## config.mk

```make
export PLATFORM = sky130hd
export DESIGN_NAME = spi_slave_flat
export DESIGN_NICKNAME = d
export VERILOG_FILES = /design/src/rtl/spi_slave_pkg.sv /design/src/rtl/spi_slave_if.sv /design/src/rtl/sync2.sv /design/src/rtl/spi_slave.sv /design/src/flat_wrapper.sv
export SDC_FILE = /design/constraint.sdc
export NUM_CORES = 1
export LEC_CHECK = 0
export CAP_MARGIN = 0
export CORE_MARGIN = 4
export CORE_UTILIZATION = 40
export CTS_CLUSTER_SIZE = 8
export DETAILED_ROUTE_END_ITERATION = 6
export HOLD_SLACK_MARGIN = 0.08
export PLACE_DENSITY = 0.67
export SLEW_MARGIN = 20
export SYNTH_ARGS = -nofsm -noshare
export SYNTH_HDL_FRONTEND = slang
export SYNTH_SLANG_ARGS = --single-unit
export TNS_END_PERCENT = 30
```

## constraint.sdc

```tcl
create_clock -name clk -period 1.8 [get_ports clk]
set_input_delay 0.18 -clock clk [delete_from_list [all_inputs] [get_ports clk]]
set_output_delay 0.18 -clock clk [all_outputs]
set_load 0.02 [all_outputs]
```

## src/rtl/spi_slave_pkg.sv

```systemverilog
// spi_slave_pkg: status/control bit positions and idle transmit byte shared by the SPI slave
package spi_slave_pkg;
    localparam int ST_BUSY      = 0;
    localparam int ST_CS_ACTIVE = 1;
    localparam int ST_RX_VALID  = 2;
    localparam int ST_TX_FULL   = 3;
    localparam int ST_UNDERRUN  = 4;
    localparam int ST_OVERRUN   = 5;
    localparam int ST_IRQ_EN    = 6;
    localparam int CTL_IRQ_EN   = 6;
    localparam int W1C_OVERRUN  = 5;
    localparam int W1C_UNDERRUN = 4;
    localparam logic [7:0] IDLE_TX_BYTE = 8'hFF;
endpackage

```

## src/rtl/spi_slave_if.sv

```systemverilog
// spi_slave_if: host bus, serial pins and interrupt of the SPI slave
interface spi_slave_if;
    logic [15:0] data_write;
    logic [15:0] data_read;
    logic [7:0]  addr;
    logic        uds;
    logic        lds;
    logic        rw;
    logic        ack;
    logic        spi_sclk;
    logic        spi_mosi;
    logic        spi_cs_n;
    logic        spi_miso;
    logic        spi_miso_oe;
    logic        irq;
    modport master (
        output data_write, addr, uds, lds, rw, spi_sclk, spi_mosi, spi_cs_n,
        input  data_read, ack, spi_miso, spi_miso_oe, irq
    );
    modport slave (
        input  data_write, addr, uds, lds, rw, spi_sclk, spi_mosi, spi_cs_n,
        output data_read, ack, spi_miso, spi_miso_oe, irq
    );
endinterface

```

## src/rtl/sync2.sv

```systemverilog
// sync2: two-flop synchronizer with a per-bit idle value held during reset
module sync2 #(
    parameter int WIDTH = 1,
    parameter logic [WIDTH-1:0] RST_VAL = '0
) (
    input  logic             clk,
    input  logic             reset,
    input  logic [WIDTH-1:0] d,
    output logic [WIDTH-1:0] q
);
    logic [WIDTH-1:0] meta;
    // two flops in series; the second one is the only one consumers may look at
    always_ff @(posedge clk or posedge reset)
        if (reset) begin
            meta <= RST_VAL;
            q    <= RST_VAL;
        end else begin
            meta <= d;
            q    <= meta;
        end
endmodule

```

## src/rtl/spi_slave.sv

```systemverilog
// spi_slave: mode-0 SPI slave with one-byte rx/tx holding registers on a 16-bit byte-strobed bus
module spi_slave
    import spi_slave_pkg::*;
(
    input logic        clk,
    input logic        reset,
    spi_slave_if.slave bus
);
    logic [2:0] spi_s;
    logic       sclk_s, mosi_s, cs_n_s, sclk_q, cs_n_q;
    logic       cs_active, cs_assert, cs_deassert, shift_rise, shift_fall;
    logic       sel, rd_rx, rd_st, wr_tx, wr_ctl, byte_done, load, busy;
    logic [2:0] bit_cnt;
    logic [6:0] rx_shift;
    logic [7:0] rx_byte, tx_shift, rx_data, tx_hold, status;
    logic       rx_valid, tx_full, overrun, underrun, irq_en, reload_pend;
    logic       unused_bits;

    sync2 #(.WIDTH(3), .RST_VAL(3'b100)) u_sync (
        .clk   (clk),
        .reset (reset),
        .d     ({bus.spi_cs_n, bus.spi_mosi, bus.spi_sclk}),
        .q     (spi_s)
    );

    assign cs_n_s      = spi_s[2];
    assign mosi_s      = spi_s[1];
    assign sclk_s      = spi_s[0];
    assign cs_active   = ~cs_n_q;
    assign cs_assert   = ~cs_n_s & cs_n_q;
    assign cs_deassert = cs_n_s & ~cs_n_q;
    assign shift_rise  = sclk_s & ~sclk_q & cs_active & ~cs_n_s;
    assign shift_fall  = ~sclk_s & sclk_q & cs_active & ~cs_n_s;
    assign sel         = (bus.addr[7:1] == 7'd0) & (bus.uds | bus.lds);
    assign rd_rx       = sel & bus.rw & bus.uds;
    assign rd_st       = sel & bus.rw & bus.lds;
    assign wr_tx       = sel & ~bus.rw & bus.uds;
    assign wr_ctl      = sel & ~bus.rw & bus.lds;
    assign rx_byte     = {rx_shift, mosi_s};
    assign byte_done   = shift_rise & (bit_cnt == 3'd7);
    assign load        = cs_assert | (shift_fall & reload_pend);
    assign busy        = cs_active & (bit_cnt != 3'd0);
    assign bus.irq         = irq_en & (rx_valid | overrun);
    assign bus.spi_miso    = tx_shift[7];
    assign bus.spi_miso_oe = cs_active;
    assign unused_bits = ^{bus.data_write[7], bus.data_write[3:0], bus.addr[0]};

    // status byte as seen by a lower-byte read
    always_comb begin
        status               = '0;
        status[ST_BUSY]      = busy;
        status[ST_CS_ACTIVE] = cs_active;
        status[ST_RX_VALID]  = rx_valid;
        status[ST_TX_FULL]   = tx_full;
        status[ST_UNDERRUN]  = underrun;
        status[ST_OVERRUN]   = overrun;
        status[ST_IRQ_EN]    = irq_en;
    end

    // previous synchronized sclk / cs_n for edge detection
    always_ff @(posedge clk or posedge reset)
        if (reset) begin
            sclk_q <= 1'b0;
            cs_n_q <= 1'b1;
        end else begin
            sclk_q <= sclk_s;
            cs_n_q <= cs_n_s;
        end

    // bus registers and serial engine; later statements win so completion beats an rx read and a tx write beats a reload
    always_ff @(posedge clk or posedge reset)
        if (reset) begin
            bus.data_read <= '0;
            bus.ack       <= 1'b0;
            bit_cnt       <= '0;
            rx_shift      <= '0;
            tx_shift      <= '0;
            rx_data       <= '0;
            tx_hold       <= '0;
            rx_valid      <= 1'b0;
            tx_full       <= 1'b0;
            overrun       <= 1'b0;
            underrun      <= 1'b0;
            irq_en        <= 1'b0;
            reload_pend   <= 1'b0;
        end else begin
            bus.ack <= sel;
            if (rd_rx) begin
                bus.data_read[15:8] <= rx_data;
                rx_valid            <= 1'b0;
            end
            if (rd_st) bus.data_read[7:0] <= status;
            if (wr_ctl) begin
                irq_en <= bus.data_write[CTL_IRQ_EN];
                if (bus.data_write[W1C_OVERRUN]) overrun <= 1'b0;
                if (bus.data_write[W1C_UNDERRUN]) underrun <= 1'b0;
            end
            if (cs_assert | cs_deassert) begin
                bit_cnt     <= '0;
                reload_pend <= 1'b0;
            end
            if (shift_rise) begin
                rx_shift <= rx_byte[6:0];
                bit_cnt  <= bit_cnt + 3'd1;
            end
            if (byte_done) begin
                rx_data     <= rx_byte;
                rx_valid    <= 1'b1;
                reload_pend <= 1'b1;
                if (rx_valid & ~rd_rx) overrun <= 1'b1;
            end
            if (shift_fall & ~reload_pend) tx_shift <= {tx_shift[6:0], 1'b0};
            if (load) begin
                tx_shift    <= tx_full ? tx_hold : IDLE_TX_BYTE;
                tx_full     <= 1'b0;
                reload_pend <= 1'b0;
                if (!tx_full) underrun <= 1'b1;
            end
            if (wr_tx) begin
                tx_hold <= bus.data_write[15:8];
                tx_full <= 1'b1;
            end
        end
endmodule

```

## src/flat_wrapper.sv

```systemverilog
// flat-port wrapper written by rule: the top's interface ports become plain ports
module spi_slave_flat import spi_slave_pkg::*;
  (clk, reset, bus_data_write, bus_addr, bus_uds, bus_lds, bus_rw, bus_spi_sclk, bus_spi_mosi, bus_spi_cs_n, bus_data_read, bus_ack, bus_spi_miso, bus_spi_miso_oe, bus_irq);
  spi_slave_if bus_i ();
  input logic clk;
  input logic reset;
  input wire logic [$bits(bus_i.data_write)-1:0] bus_data_write;
  input wire logic [$bits(bus_i.addr)-1:0] bus_addr;
  input wire logic [$bits(bus_i.uds)-1:0] bus_uds;
  input wire logic [$bits(bus_i.lds)-1:0] bus_lds;
  input wire logic [$bits(bus_i.rw)-1:0] bus_rw;
  input wire logic [$bits(bus_i.spi_sclk)-1:0] bus_spi_sclk;
  input wire logic [$bits(bus_i.spi_mosi)-1:0] bus_spi_mosi;
  input wire logic [$bits(bus_i.spi_cs_n)-1:0] bus_spi_cs_n;
  output wire logic [$bits(bus_i.data_read)-1:0] bus_data_read;
  output wire logic [$bits(bus_i.ack)-1:0] bus_ack;
  output wire logic [$bits(bus_i.spi_miso)-1:0] bus_spi_miso;
  output wire logic [$bits(bus_i.spi_miso_oe)-1:0] bus_spi_miso_oe;
  output wire logic [$bits(bus_i.irq)-1:0] bus_irq;
  assign bus_i.data_write = bus_data_write;
  assign bus_i.addr = bus_addr;
  assign bus_i.uds = bus_uds;
  assign bus_i.lds = bus_lds;
  assign bus_i.rw = bus_rw;
  assign bus_i.spi_sclk = bus_spi_sclk;
  assign bus_i.spi_mosi = bus_spi_mosi;
  assign bus_i.spi_cs_n = bus_spi_cs_n;
  assign bus_data_read = bus_i.data_read;
  assign bus_ack = bus_i.ack;
  assign bus_spi_miso = bus_i.spi_miso;
  assign bus_spi_miso_oe = bus_i.spi_miso_oe;
  assign bus_irq = bus_i.irq;
  spi_slave u_core (.clk(clk), .reset(reset), .bus(bus_i));
endmodule
```

==> results.cfg, run 1 <==
[outcome]
status = complete, no violations

[critical_path]
crit_arrival_ns = 1.94
critical_path_class = register to register
startpoint_type = register
crit_required_ns = 2.07
slowest_stage = dfstp_2
ff2ff_path_depth = 5
r2r_setup_slack_ns = 0.12
reg2reg_from = u_core.u_sync.q[2]
cp-end-kind = register
crit_chain = inv_1, ha_1, or2_2, a31oi_1, mux2_2
r2r_end = u_core.tx_shift[4]
slowest_delay_ns = 0.58
worstPathMaxFanout = 8

[yosys]
synth_area_per_cell_sq_um = 14.1
async_flop_share_pct = 100
synth_seq_area_share_pct = 61.3
synth_top_area_share_pct = 58.3
syn_inst = 186
ys.flop_type = dfrtp_1
synthesis.nets = 222
synthMostInstantiatedCell = dfrtp_1
yosys_warnings = 0
synthTopCellsByCount = dfrtp_1 (61), mux2_2 (46), inv_1 (15)
synth_top_cell_by_area = dfrtp_1
ys_seq_elements = 64
synthesis.area_sq_mm = 0.00262
synth_enable_flop_cells = 0
yosysUniqueCellTypes = 35
synth_area_leaders = dfrtp_1 (58%), mux2_2 (20%), dfstp_2 (3.0%)

[timing]
setup-tns-final_ns = 0
drv_slew = 0
period_share_pct = 93.1
hold_violations = 0
finalSetupViolCount = 0
worst_clock_skew_ns = 0.0101
rsz0062_at_grt = no
holdWs_ns = 0.231
max_freq_ghz = 0.597
post-route-min-period_ns = 1.68

[clock_network]
cts_hold_buf = 0
cts-resized-gates = 0
cts.clk_slew.worst_paths_ns = 0.07
cts_buffers = 9
cts_buffer_depth = 2
cts_tree = yes
cts_root_buf = clkbuf_8
clkSinkCount = 64
htreeDepth = 3
postCtsSetupRepairBufs = 0
clk_latency_ns = 0.33

[power]
combPwrFrac_pct = 10.4
powerDensity_mw_per_mm2 = 955
power_frac_clock_pct = 40.0
peakVddDrop_uv = 459
switching_share_pct = 22.6
seq_power_share_pct = 49.7
switching_power_uw = 745
internal-power_uw = 2550
power_leakage_uw = 0.00162

[global_route]
grt_pass1_wl_um = 7320
grtUsageTotal_pct = 12.3
grt_pass1_vias = 1583
grt-ovfl-total = 0
grt.met3_usage_pct = 2.58
antenna_found_initial = 0
top_usage_layer = met2
grt_use_met2_pct = 18.6
grt_max_degree = 65
grt_util_met1_pct = 16.0

[hold_path]
hp-class = input pin to async pin

[routing]
avgRoutedWirePerCell_um = 13.7
viasPerCell = 4.92
drt_iter0_drc = 52
wl_um = 4440
vias = 1600
drc = 0
ant_nets = 0
dr.pass1.iters = 4

[layout]
final_cell_count_no_fill = 325
area_growth_pct = 31.7
nNetsFinal = 279
num_antenna_cells = 0
drive_above_1_share_pct = 33.9

[placement]
dp.cells = 309
dp_hpwl_um = 3070
gp_congestion = 0.781
port_buffers = 44

[flow_run]
maxCapViolations = 0

[floorplanning]
coreArea_sq_mm = 0.00635
die-area_sq_mm = 0.00791
die_w_um = 88.9
ios = 52
start_util_pct = 41.3
die_h_um = 88.9
rows = 29
==> power groups by stage <==
stage	sequential (uW)	clock [uW]	combinational, uW
4_1_cts	1640	1360	350
3_5_place_dp	1660	0	350
6_report	1640	1320	342
3_3_place_gp	1660	0	340
2_1_floorplan	1660	0	206
5_1_grt	1650	1420	379
==> worst max-delay path by stage <==
stage	startpoint	end	slack, ns	depth (start not counted)
2_1_floorplan	reset	u_core.bit_cnt[0]	0.03	1
3_5_place_dp	bus_addr[3]	u_core.bus.data_read[2]	-0.03	5
4_1_cts	u_core.cs_n_q	bus_spi_miso_oe	0.03	2
3_3_place_gp	bus_addr[3]	u_core.bus.data_read[2]	-0.02	5
6_report	u_core.u_sync.q[2]	u_core.tx_shift[4]	0.12	5
5_1_grt	u_core.u_sync.q[2]	u_core.tx_shift[7]	0.03	5
==> metrics by stage <==
stage | setup WS (ns) | util [%] | instance area (sq um) | total power [uW]
finish | 0.125 | 54.3 | 3450 | 3290
global route | 0.0311 | 54.3 | 3450 | 3450
CTS | 0.0339 | 54.3 | 3450 | 3340
detailed placement | -0.0296 | 50.8 | 3230 | 2010
global placement | -0.0177 | 50.8 | 3230 | 2000
floorplan | 0.0269 | - | 2620 | 1860
==> registers in the layout (all words and copies together), names as in the netlist <==
signal,cells
u_core.cs_n_q,1
u_core.u_sync.meta,3
u_core.tx_hold,8
u_core.sclk_q,1
u_core.overrun,1
u_core.underrun,1
u_core.irq_en,1
u_core.bus.ack,1
u_core.rx_shift,7
u_core.rx_valid,1
u_core.bit_cnt,3
u_core.tx_shift,8
u_core.u_sync.q,3
u_core.tx_full,1
u_core.rx_data,8
u_core.reload_pend,1
u_core.bus.data_read,15
==> cells in the final DEF, fill, tap and decap left out, drive strengths merged, types with 2 or more instances in the layout <==
| master | n |
|---|---|
| nand4 | 4 |
| nor4b | 2 |
| a31oi | 7 |
| buf | 8 |
| dfstp | 3 |
| mux2 | 46 |
| clkdlybuf4s50 | 43 |
| nand2 | 8 |
| dfrtp | 61 |
| clkinv | 2 |
| nor3 | 8 |
| a21oi | 2 |
| clkbuf | 9 |
| inv | 15 |
| clkinvlp | 3 |
| o21ai | 4 |
| ha | 4 |
| bufinv | 2 |
| a22o | 2 |
==> cells by family after synthesis <==
kind of cell	Yosys count	synth area share, %
muxes	47	20.2
other	1	0.143
buffers and inverters	21	3.29
adders and majority gates	4	1.91
and+or+nand+nor	29	8.07
DFF	64	61.3
AOI/OAI and AO/OA	20	5.16
==> layer usage <==
| layer | up-vias | share of wire (%) |
|---|---|---|
| met1 | 779 | 47 |
| met5 | - | 0 |
| met2 | 41 | 44 |
| met3 | 9 | 6.4 |
| li1 | 771 | - |
| met4 | 0 | 2.4 |
==> area by class of cell <==
class	count	area, sq um
Fill cell	560	2900
Sequential cell	64	1610
Multi-Input combinational cell	101	931
Timing Repair Buffer	52	541
Clock buffer	9	124
Clock inverter	7	96.3
Tap cell	77	96.3
Inverter	15	56.3
==> worst max-delay path: cells and delay by family, from the launching register on <==
family,cells,cell delay [ns]
buffers and inverters,1,0.05
muxes,1,0.16
DFF,1,0.58
and+or+nand+nor,1,0.37
adders and majority gates,1,0.25
AOI/OAI and AO/OA,1,0.19
Power figures use the tool's default switching activity.
==> inputs of run 2 (changes only) <==
CTS_CLUSTER_SIZE = 25   (was 8)
GPL_TIMING_DRIVEN = 0   (was unset)
HOLD_SLACK_MARGIN = unset   (was 0.08)
==> results.cfg, run 2 (synthesized netlist as in run 1, its figures left out) <==
[global_route]
antenna_found_initial = 0
grtUsageTotal_pct = 12.9
grt_pass1_wl_um = 7660
grt_max_degree = 47
grt_pass1_vias = 1610
grt-ovfl-total = 0

[clock_network]
cts_buffers = 9
cts.clk_slew.worst_paths_ns = 0.07
cts_buffer_depth = 2
htreeDepth = 3
clkSinkCount = 64
cts_root_buf = clkbuf_8
clk_latency_ns = 0.33
postCtsSetupRepairBufs = 0
cts_tree = yes

[timing]
drv_slew = 0
setup-tns-final_ns = 0
finalSetupViolCount = 0
worstMarginPinSlew_ns = 0.651
period_share_pct = 96.2
setup_slack_ns = 0.0687
max_slew_margin_pct = 56.0
worst_clock_skew_ns = 0.00896
hold_violations = 0
rsz0062_at_grt = yes
max_freq_ghz = 0.578
post-route-min-period_ns = 1.73

[power]
power_frac_clock_pct = 41.4
seq_power_share_pct = 48.3
switching_share_pct = 21.2
internal-power_uw = 2670
powerDensity_mw_per_mm2 = 988
switching_power_uw = 720
combPwrFrac_pct = 10.3
peakVddDrop_uv = 452
power_leakage_uw = 0.00161

[routing]
wl_um = 4560
dr.pass1.iters = 4
drt_iter0_drc = 101
avgRoutedWirePerCell_um = 14.1
vias = 1598
drc = 0
ant_nets = 0
viasPerCell = 4.95

[critical_path]
slowest_delay_ns = 0.50
crit_required_ns = 2.01
cp_num_buf_inv = 1
startpoint_type = input pin
cp_top_family = simple AND/OR/NAND/NOR gates
slowest_stage = nor4_4
cp-end-kind = register
crit_chain = clkdlybuf4s50_1, nor4_4, nand4_2, mux2_2
worstPathMaxFanout = 10
critical_path_class = input pin to register
crit_arrival_ns = 1.94

[layout]
final_cell_mix = dfrtp_1 (61), mux2_2 (45), clkdlybuf4s50_1 (44)
num_antenna_cells = 0
largest_reg_flops = 15
area_growth_pct = 31.0
max_flop_register = u_core.bus.data_read
final_common_cell = dfrtp_1
drive_above_1_share_pct = 32.1
nNetsFinal = 277

[placement]
dp_hpwl_um = 3210
preCtsSetupSlack_ns = -0.333
gp_congestion = 0.769
port_buffers = 44

[floorplanning]
die_w_um = 88.9
die-area_sq_mm = 0.00791
coreArea_sq_mm = 0.00635
start_util_pct = 41.3
ios = 52
die_h_um = 88.9
rows = 29

[outcome]
status = complete, no violations

[hold_path]
hp-class = input pin to async pin

[flow_run]
maxCapViolations = 0
run 2: changes by cell type in the layout (fill, tap and decap cells not counted), moves of 2 or more:
cell / delta
clkbuf_8: +3
clkinvlp_4: -3
buf_4: -4
buf_2: +2
buf_12: -3
clkbuf_1: +3
run 2: final cells by class:
cell class / instances / area [sq um]
plain buffers: 5 / 28.8
clock buffers: 14 / 173
clock inverters: 2 / 60.1
fillers: 545 / 2920
inverters: 15 / 58.8
multi-input cells: 101 / 942
flip-flops and latches: 64 / 1610
well taps: 77 / 96.3
repair buffers: 45 / 468
run 2: worst paths after layout:
| kind | from | to | slack (ns) | cells past startpoint |
|---|---|---|---|---|
| min in group clk | bus_spi_cs_n | u_core.u_sync.meta[2] | 0.25 | 1 |
| min | reset | u_core.tx_shift[7] | 0.15 | 2 |
| max in group asynchronous | reset | u_core.cs_n_q | 1.10 | 3 |
| min reg2reg | u_core.u_sync.meta[1] | u_core.u_sync.q[1] | 0.35 | 0 |
| max reg2reg | u_core.u_sync.q[2] | u_core.tx_shift[5] | 0.08 | 5 |
| max | bus_addr[3] | u_core.bus.data_read[11] | 0.07 | 4 |
run 2: stage by stage:
stage,hold slack (ns),std cells,cell area (sq um),util [%],total power (uW)
after floorplan,0.184,186,2620,-,1860
after global placement,0.332,307,3160,49.8,1990
after detailed placement,0.335,308,3190,50.2,2010
after CTS,0.144,323,3420,53.9,3430
after global routing,0.174,323,3430,54.0,3540
final,0.149,323,3430,54.0,3390
run 2: what timing repair did:
item / 4_1_cts / 5_1_grt
resized for setup: 1 / 3
hold buffers: 0 / 0
gates cloned: 0 / 0
pin swaps: 0 / 1
endpoints found under the setup margin: 8 / 23
run 2: power groups by stage:
stage | registers (uW) | clock network, uW | logic [uW]
2_1_floorplan | 1660 | 0 | 206
3_3_place_gp | 1660 | 0 | 333
3_5_place_dp | 1670 | 0 | 349
4_1_cts | 1640 | 1440 | 351
5_1_grt | 1660 | 1500 | 390
6_report | 1640 | 1400 | 349
run 2: metal layers:
layer  vias to the layer above  part of all wire (%)  global-route usage [%]
met3                         7                   7.1                    3.78
met4                         0                   2.2                    6.50
met1                       776                    46                    16.7
met2                        45                    45                    19.6
li1                        770                     -                       -
met5                         -                     0                       0
==> inputs of run 3 (changes only) <==
CTS_CLUSTER_SIZE = 20   (was 25)
SKIP_CTS_REPAIR_TIMING = 1   (was unset)
==> results.cfg, run 3 (synthesized netlist as in run 1, its figures left out) <==
[floorplanning]
die-area_sq_mm = 0.00791
rows = 29
die_w_um = 88.9
start_util_pct = 41.3
die_h_um = 88.9
coreArea_sq_mm = 0.00635
ios = 52

[timing]
max_slew_margin_pct = 56.0
period_share_pct = 96.1
hold_violations = 0
drv_slew = 0
post-route-min-period_ns = 1.73
worst_clock_skew_ns = 0.00838
rsz0062_at_grt = yes
worstMarginPinSlew_ns = 0.650
max_freq_ghz = 0.578
finalSetupViolCount = 0
holdWs_ns = 0.148
setup-tns-final_ns = 0

[placement]
port_buffers = 44
gp_congestion = 0.769
dp_hpwl_um = 3210

[layout]
max_flop_register = u_core.bus.data_read
final_common_cell = dfrtp_1
largest_reg_flops = 15
area_growth_pct = 31.0
drive_above_1_share_pct = 32.4
nNetsFinal = 278
final_cell_mix = dfrtp_1 (61), mux2_2 (46), clkdlybuf4s50_1 (44)
num_antenna_cells = 0

[power]
peakVddDrop_uv = 451
switching_power_uw = 721
internal-power_uw = 2670
total_power_uw = 3390
combPwrFrac_pct = 10.2
powerDensity_mw_per_mm2 = 987
power_leakage_uw = 0.00161
power_frac_clock_pct = 41.5
switching_share_pct = 21.3
seq_power_share_pct = 48.3

[global_route]
grt_pass1_vias = 1610
grt_pass1_wl_um = 7680
grt-ovfl-total = 0
grtUsageTotal_pct = 12.9
grt_max_degree = 47
antenna_found_initial = 0

[clock_network]
cts_tree = yes
htreeDepth = 3
cts_root_buf = clkbuf_8
clkSinkCount = 64
cts_buffers = 9
clk_latency_ns = 0.33
cts_buffer_depth = 2
cts.clk_slew.worst_paths_ns = 0.07

[critical_path]
critical_path_class = input pin to register
r2r_setup_slack_ns = 0.11
cp-end-kind = register
reg2reg_from = u_core.u_sync.q[2]
crit_required_ns = 2.01
r2r_end = u_core.tx_shift[2]
ff2ff_path_depth = 5
startpoint_type = input pin
crit_arrival_ns = 1.94
worstPathMaxFanout = 10

[routing]
ant_nets = 0
viasPerCell = 4.94
wl_um = 4560
avgRoutedWirePerCell_um = 14.1
drc = 0
dr.pass1.iters = 4
vias = 1602
drt_iter0_drc = 94

[outcome]
status = complete, no violations

[flow_run]
maxCapViolations = 0

[hold_path]
hp-class = input pin to async pin
[run 3: critical path, cell delays in order]
cell and delay, ns:
clkdlybuf4s50_1 0.44, nor4_4 0.50, nand4_2 0.41, mux2_2 0.40
[run 3: power groups by stage]
stage	clock [uW]	combinational, uW	sequential [uW]
floorplan	0	206	1660
global placement	0	333	1660
detailed placement	0	349	1670
CTS	1440	350	1640
global route	1500	388	1660
finish	1410	346	1640
[run 3: cell type report]
| type | instances | area [sq um] |
|---|---|---|
| Fill cell | 544 | 2920 |
| Multi-Input combinational cell | 101 | 938 |
| Clock buffer | 14 | 173 |
| Tap cell | 77 | 96.3 |
| Clock inverter | 2 | 60.1 |
| Buffer | 5 | 26.3 |
| Sequential cell | 64 | 1610 |
| Timing Repair Buffer | 46 | 475 |
| Inverter | 15 | 58.8 |
[run 3: through the flow]
| step | worst slack [ns] | util [%] | cell area, sq um | instances |
|---|---|---|---|---|
| after floorplan | 0.0269 | - | 2620 | 186 |
| after global placement | -1.06 | 49.8 | 3160 | 307 |
| after detailed placement | -0.333 | 50.2 | 3190 | 308 |
| after CTS | -0.116 | 53.9 | 3420 | 324 |
| after global routing | -0.0600 | 54.1 | 3430 | 324 |
| final | 0.0694 | 54.1 | 3430 | 324 |
[run 3: how the worst max path moves through the flow]
| stage | from | end | slack (ns) | depth (start not counted) |
|---|---|---|---|---|
| 2_1_floorplan | reset | u_core.bit_cnt[0] | 0.03 | 1 |
| 4_1_cts | u_core.cs_n_q | u_core.tx_shift[2] | -0.12 | 6 |
| 6_report | bus_addr[3] | u_core.bus.data_read[11] | 0.07 | 4 |
| 5_1_grt | bus_addr[6] | u_core.tx_hold[6] | -0.06 | 4 |
| 3_5_place_dp | bus_addr[6] | u_core.bus.data_read[11] | -0.33 | 4 |
| 3_3_place_gp | reset | u_core.bus.data_read[14] | -1.06 | 2 |
[run 3: metal layers]
layer  part of all wire (%)  vias up  track usage (%)
met5                      0        -                0
met2                     45       46             19.6
met3                    7.2        7             3.78
met1                     46      776             16.8
li1                       -      773                -
met4                    2.2        0             6.50
